<file path="src/rtl/keypad_matrix_scanner.sv">
// Row/column keypad scanner: a one-hot column strobe advances on a divided scan tick;
// one key at a time is locked on, debounced over DEBOUNCE ticks, and reported with press/release pulses.
module keypad_matrix_scanner #(
    parameter int ROWS     = 4,
    parameter int COLS     = 3,
    parameter int SCAN_DIV = 12500,
    parameter int DEBOUNCE = 4,
    localparam int CW      = (ROWS * COLS > 1) ? $clog2(ROWS * COLS) : 1
) (
    input  logic            clk,
    input  logic            rst,
    input  logic [ROWS-1:0] key_row,
    output logic [COLS-1:0] key_col,
    output logic [CW-1:0]   key_code,
    output logic            key_valid,
    output logic            key_held,
    output logic            key_release
);

    localparam int DIVW = $clog2(SCAN_DIV);
    localparam int DBW  = $clog2(DEBOUNCE + 1);
    localparam int RW   = (ROWS > 1) ? $clog2(ROWS) : 1;
    localparam int COLW = $clog2(COLS);

    localparam logic [DIVW-1:0] DIV_LAST    = DIVW'(SCAN_DIV - 1);
    localparam logic [DBW-1:0]  DEB_DONE    = DBW'(DEBOUNCE);
    localparam logic [COLW-1:0] COL_LAST    = COLW'(COLS - 1);
    localparam logic [COLS-1:0] COL0_ONEHOT = {{(COLS-1){1'b0}}, 1'b1};

    typedef enum logic [1:0] {
        ST_SCAN      = 2'd0,
        ST_PRESS_DEB = 2'd1,
        ST_HELD      = 2'd2
    } state_t;

    state_t          state_q,       state_d;
    logic [DIVW-1:0] div_cnt_q,     div_cnt_d;
    logic [COLW-1:0] col_idx_q,     col_idx_d;
    logic [RW-1:0]   row_idx_q,     row_idx_d;
    logic [DBW-1:0]  deb_cnt_q,     deb_cnt_d;
    logic [COLS-1:0] key_col_q,     key_col_d;
    logic [CW-1:0]   key_code_q,    key_code_d;
    logic            key_valid_q,   key_valid_d;
    logic            key_held_q,    key_held_d;
    logic            key_release_q, key_release_d;

    logic            tick;
    logic            row_hit;
    logic [COLW-1:0] col_next;
    logic [DBW-1:0]  deb_inc;
    logic [RW-1:0]   row_first;

    // Lowest-index asserted row wins when several keys in one column are closed.
    function automatic logic [RW-1:0] lowest_row(input logic [ROWS-1:0] rows);
        logic [RW-1:0] idx;
        idx = '0;
        for (int i = ROWS - 1; i >= 0; i--) begin
            if (rows[i]) begin
                idx = RW'(i);
            end else begin
                idx = idx;
            end
        end
        return idx;
    endfunction

    function automatic logic [CW-1:0] code_of(input logic [RW-1:0] row, input logic [COLW-1:0] col);
        return CW'(int'(row) * COLS + int'(col));
    endfunction

    assign tick      = (div_cnt_q == DIV_LAST);
    assign row_hit   = key_row[row_idx_q];
    assign col_next  = (col_idx_q == COL_LAST) ? '0 : col_idx_q + COLW'(1);
    assign deb_inc   = deb_cnt_q + DBW'(1);
    assign row_first = lowest_row(key_row);

    // Next-state and output computation; every FSM action is gated by the scan tick.
    always_comb begin
        state_d       = state_q;
        col_idx_d     = col_idx_q;
        row_idx_d     = row_idx_q;
        deb_cnt_d     = deb_cnt_q;
        key_code_d    = key_code_q;
        key_valid_d   = 1'b0;
        key_held_d    = key_held_q;
        key_release_d = 1'b0;
        div_cnt_d     = tick ? '0 : div_cnt_q + DIVW'(1);

        if (tick) begin
            case (state_q)
                ST_SCAN: begin
                    if (key_row == '0) begin
                        col_idx_d = col_next;
                    end else begin
                        row_idx_d = row_first;
                        if (DEBOUNCE == 1) begin
                            key_code_d  = code_of(row_first, col_idx_q);
                            key_valid_d = 1'b1;
                            key_held_d  = 1'b1;
                            deb_cnt_d   = '0;
                            state_d     = ST_HELD;
                        end else begin
                            deb_cnt_d = DBW'(1);
                            state_d   = ST_PRESS_DEB;
                        end
                    end
                end
                ST_PRESS_DEB: begin
                    if (row_hit) begin
                        if (deb_inc == DEB_DONE) begin
                            key_code_d  = code_of(row_idx_q, col_idx_q);
                            key_valid_d = 1'b1;
                            key_held_d  = 1'b1;
                            deb_cnt_d   = '0;
                            state_d     = ST_HELD;
                        end else begin
                            deb_cnt_d = deb_inc;
                        end
                    end else begin
                        deb_cnt_d = '0;
                        col_idx_d = col_next;
                        state_d   = ST_SCAN;
                    end
                end
                ST_HELD: begin
                    // Any high sample restarts the release count, so release bounce is absorbed.
                    if (!row_hit) begin
                        if (deb_inc == DEB_DONE) begin
                            key_release_d = 1'b1;
                            key_held_d    = 1'b0;
                            deb_cnt_d     = '0;
                            col_idx_d     = col_next;
                            state_d       = ST_SCAN;
                        end else begin
                            deb_cnt_d = deb_inc;
                        end
                    end else begin
                        deb_cnt_d = '0;
                    end
                end
                default: begin
                    deb_cnt_d  = '0;
                    key_held_d = 1'b0;
                    state_d    = ST_SCAN;
                end
            endcase
        end else begin
            state_d = state_q;
        end

        key_col_d = COL0_ONEHOT << col_idx_d;
    end

    // State and output registers with synchronous reset taking priority over the tick.
    always_ff @(posedge clk) begin
        if (rst) begin
            state_q       <= ST_SCAN;
            div_cnt_q     <= '0;
            col_idx_q     <= '0;
            row_idx_q     <= '0;
            deb_cnt_q     <= '0;
            key_col_q     <= COL0_ONEHOT;
            key_code_q    <= '0;
            key_valid_q   <= 1'b0;
            key_held_q    <= 1'b0;
            key_release_q <= 1'b0;
        end else begin
            state_q       <= state_d;
            div_cnt_q     <= div_cnt_d;
            col_idx_q     <= col_idx_d;
            row_idx_q     <= row_idx_d;
            deb_cnt_q     <= deb_cnt_d;
            key_col_q     <= key_col_d;
            key_code_q    <= key_code_d;
            key_valid_q   <= key_valid_d;
            key_held_q    <= key_held_d;
            key_release_q <= key_release_d;
        end
    end

    assign key_col     = key_col_q;
    assign key_code    = key_code_q;
    assign key_valid   = key_valid_q;
    assign key_held    = key_held_q;
    assign key_release = key_release_q;

endmodule

</file>
<file path="config.mk">
export PLATFORM = sky130hd
export DESIGN_NAME = keypad_matrix_scanner
export DESIGN_NICKNAME = d
export VERILOG_FILES = /design/src/rtl/keypad_matrix_scanner.sv
export SDC_FILE = /design/constraint.sdc
export NUM_CORES = 1
export LEC_CHECK = 0
export CORE_ASPECT_RATIO = 1.2
export CORE_MARGIN = 4
export CORE_UTILIZATION = 45
export DETAILED_ROUTE_END_ITERATION = 8
export GPL_TIMING_DRIVEN = 1
export HOLD_SLACK_MARGIN = 0.02
export PLACE_DENSITY = 0.66
export SYNTH_ARGS = -nofsm -noshare
export SYNTH_HDL_FRONTEND = slang
export SYNTH_SLANG_ARGS = --single-unit
export TNS_END_PERCENT = 10
</file>
<file path="constraint.sdc">
create_clock -name clk -period 2.7 [get_ports clk]
set_input_delay 0.27 -clock clk [delete_from_list [all_inputs] [get_ports clk]]
set_output_delay 0.27 -clock clk [all_outputs]
set_load 0.1 [all_outputs]
</file>
# Word level (Yosys, flattened, before mapping)
# Index checks and enable logic that the tools add are counted.
# Widths: inputs -> output; s select.
# classes
addsub	4
n_mul	1
magnitude_cmp	1
eq_ne	11
n_shift	1
n_mux	30
bitwise	6
reduce_logical	10
# ops
operator	count
$mux 2	15
$add 14x1->14 const B	1
$eq 14x14->1 const B	1
$mux 3	4
$pmux 2 s3	2
$ne 2x2->1 const B	5
$pmux 3 s3	1
$reduce_or 4->1	2
$mux 1	6
$not 1->1	6
$reduce_and 6->1	1
$reduce_and 5->1	1
$add 4x2->4	1
$eq 2x2->1 const B	2
$logic_not 4->1	1
$mul 2x2->4 const B	1
$reduce_and 4->1	1
$add 3x1->3 const B	1
$eq 3x3->1 const B	1
$lt 2x3->1 const B	1
$ne 3x3->1 const B	1
$pmux 1 s3	1
$reduce_and 3->1	1
$shl 1x2->3 const A	1
other kinds (6)	6
# word_totals
ff_bits	33
word_cells	74

# Logic depth before layout (Yosys ltp)
# depth
ltp_word	7
depth_mapped	6
mapped_depth_nobuf	6

# Least setup slack after synthesis
# OpenSTA, ideal clock, no wires.
# synth_timing
kind	flip-flop to flip-flop
from	register div_cnt_q[10]
to	register key_code_q[0], in the netlist key_code[0]
t_arrival_ns	2.030
path_slack_ns	0.542
path_stages_with_launch	6
period_less_slack_ns	2.158
path_cell_list	dfxtp_1 or4b_4 or4_4 nor3_4 mux2i_1 nor2_1
# synth_between
elab_chain_cells	2
# synth_rtl
element	line_no	text
start: declaration	37	logic [DIVW-1:0] div_cnt_q, div_cnt_d;
start signal: assignment	169	div_cnt_q <= div_cnt_d;
$eq 14x14->1	71	assign tick = (div_cnt_q == DIV_LAST);
$reduce_and 4->1 (no source line)	n/a	
end signal: assignment	174	key_code_q <= key_code_d;
end: declaration	42	logic [CW-1:0] key_code_q, key_code_d;
# No other way between the ends.
# A chain may end at the register's enable or synchronous reset.

# Worst setup path after layout
# layout_timing
from	register div_cnt_q[10]
to	register key_col_q[1], in the netlist key_col[1]
# layout_between
elab_chain_cells	3
# layout_rtl
element	line_no	text
$eq 14x14->1	71	
$mux 2	89	if (tick) begin
$shl 1x2->3	151	key_col_d = COL0_ONEHOT << col_idx_d;
end signal: assignment	173	key_col_q <= key_col_d;
end: declaration	41	logic [COLS-1:0] key_col_q, key_col_d;
# No other way between the ends.

==> out/results.tsv <==
metric	value	unit
avgSynthCellArea	9.296	um2
portBuffers	15	
dieHeight	72.92	um
grt_pass1_wl	5402	um
p_switching	202.1	uW
place_hpwl	2369	um
htreeDepth	2	
power-per-cell-area	505.9	nW/um2
dieArea	4528	um2
crit_required	2.87	ns
power_frac_clock	0.433	
crit_buf_inv	0	
dp.cells	219	
clk_pin_slew	0.07	ns
power.share.switching	0.2147	
fin_cells	227	
cts-root-buf	clkbuf_8	
p_comb_frac	0.041	
start_kind	flop	
num-nets-final	202	
synthCells	170	
fin_crit	2.361	ns
fin_skew	0.008599	ns
cp_slowest_stage_delay	0.74	ns
num_vias	1302	
core	3367	um2
area_growth	17.74	%
diodes	0	
crit_path_end_kind	flop	
wl	3162	um
timing.slew.headroom	0.5015	
std_cell_rows	23	
ys_seq_elements	33	
tightest_slew	0.7452	ns
crit_path_max_fanout	14	
vias_per_cell	5.736	
total_power	941.3	uW
pin_count	16	
layout_common_cells	dfxtp_1, nor2_1, buf_4, xor2_1	
synth-async-reset-ratio	0	
synthFlopType	dfxtp_1	
wire_per_inst	13.93	um
start_util	0.4693	
hold_viol_final	0	
drt_iter0_markers	66	
crit_arrival	2.53	ns
first_pass_iters	4	
fin_ws	0.3391	ns
fmax	0.4236	GHz
cts_sinks	33	
grt_max_degree	17	
p_seq_frac	0.526	
peakVddDrop	0.3745	mV
fin_crit_sh	0.8744	
setup.worst_path.class	reg2reg	
yosys.cell_types.count	41	
drive_gt1_frac	0.1474	
antenna_left	0	
track_usage	0.1628	
cts_buffer_depth	2	
crit_slowest_cell	o41ai_4	
drc_errors	0	
finalMaxSlewViolations	0	
yosys_warnings	0	
clk_latency	0.29	ns
synth-seq-area-share	0.4181	
syn-num-nets	183	
pre_cts_slack	-0.03501	ns
intPower	739.2	uW
cts_tree	built	
first_global_vias	1246	
drv_cap	0	
synth_edf_count	0	
hold_class	reg2reg	
gp_congestion	0.7666	
setup-violations-final	0	
mostFrequentLayoutCell	dfxtp_1	
path_cells	or4b_4 > o41ai_4 > o221ai_1 > nand2_1 > o22ai_1	
fin_util	0.5526	
postCtsSetupBuffers	0	
path_delay_family	compound AO/OA/AOI/OAI gates	
p_leak	0.0007319	uW
rsz0062_at_grt	false	
die_w	62.10	um
run_status	completed	
gr-total-overflow	0	
cts_buffers	5	
synth_area	1580	um2
antenna_found_initial	0	
stage by stage:
stage | hold WS (ns) | setup TNS [ns] | area (um2)
after global routing | 0.5334 | 0 | 1861
after floorplan | 0.4376 | 0 | 1580
after CTS | 0.4990 | 0 | 1861
final | 0.4900 | 0 | 1861
after detailed placement | 0.4840 | -0.08878 | 1748
after global placement | 0.4669 | 0 | 1748
logic make-up after synthesis:
logic type      after synthesis  share of synthesized area
xor+xnor                     13                    0.07205
simple gates                 70                     0.2478
fa+ha+maj                     7                    0.06493
mux                           6                    0.04592
buf+inv                      12                    0.02851
compound gates               29                     0.1227
flops                        33                     0.4180
layout make-up:
cell class | count | area (um2)
Fill cell | 313 | 1506
Multi-Input combinational cell | 125 | 885.9
Sequential cell | 33 | 660.6
Timing Repair Buffer | 17 | 140.1
Clock buffer | 7 | 96.34
Tap cell | 37 | 46.29
Inverter | 7 | 26.28
Clock inverter | 1 | 5.005
timing repair:
action	in CTS	in global routing
gates resized for setup	1	0
hold buffers	0	0
setup endpoints to repair	5	0
cell usage after synthesis (2+ instances only):
cell type / count / area share
or4_4: 2 / 0.014
o21ai_0: 6 / 0.019
nor3_1: 4 / 0.013
inv_1: 7 / 0.017
o21ai_1: 2 / 0.0063
fa_1: 2 / 0.025
mux2i_1: 5 / 0.032
or4_1: 2 / 0.0095
a211oi_1: 3 / 0.014
nor2_1: 24 / 0.057
nand2_1: 9 / 0.021
and3_1: 4 / 0.016
nand3_1: 9 / 0.029
o22ai_1: 3 / 0.012
a21oi_1: 6 / 0.019
nand2b_1: 3 / 0.012
xnor2_1: 3 / 0.017
and4_1: 2 / 0.011
ha_1: 5 / 0.040
clkbuf_1: 5 / 0.012
dfxtp_1: 33 / 0.42
xor2_1: 10 / 0.055
nor2b_1: 3 / 0.012
power by group through the flow:
stage | clock network [uW] | logic, uW | registers (uW)
final | 408 | 38.6 | 495
after global routing | 457 | 42.8 | 495
after CTS | 424 | 39.1 | 495
after detailed placement | 0 | 37.6 | 506
after global placement | 0 | 36.8 | 506
after floorplan | 0 | 22.1 | 505
worst register-to-register path, delay by kind of cell, from the launching register on:
| kind | cells | cell delay [ns] |
|---|---|---|
| simple gates | 2 | 0.76 |
| compound gates | 3 | 1.15 |
| flops | 1 | 0.34 |
registers in the layout (all words and copies together) (netlist names):
register and cells:
deb_cnt_q 3, key_held 1, key_release 1, row_idx_q 2, div_cnt_q 14, key_code 4
col_idx_q 2, state_q 2, key_col 3, key_valid 1
path summary, 6_finish.rpt:
kind	from	to	slack [ns]	cells past startpoint
max	div_cnt_q[10]	key_col[1]	0.34	5
min	div_cnt_q[0]	div_cnt_q[0]	0.49	1
max reg2reg	div_cnt_q[10]	key_col[1]	0.34	5
min reg2reg	div_cnt_q[0]	div_cnt_q[0]	0.49	1
routing by layer:
layer  GRT usage  up-vias  part of all wire  routed length [um]
li1            -      643                 -                   -
met3     0.06018        9             0.051                 160
met5           0        -                 0                   0
met2      0.2638       31              0.51                1602
met1      0.1845      619              0.42                1315
met4     0.07547        0             0.027                  84
No activity file was read; power rests on OpenSTA's default activity.
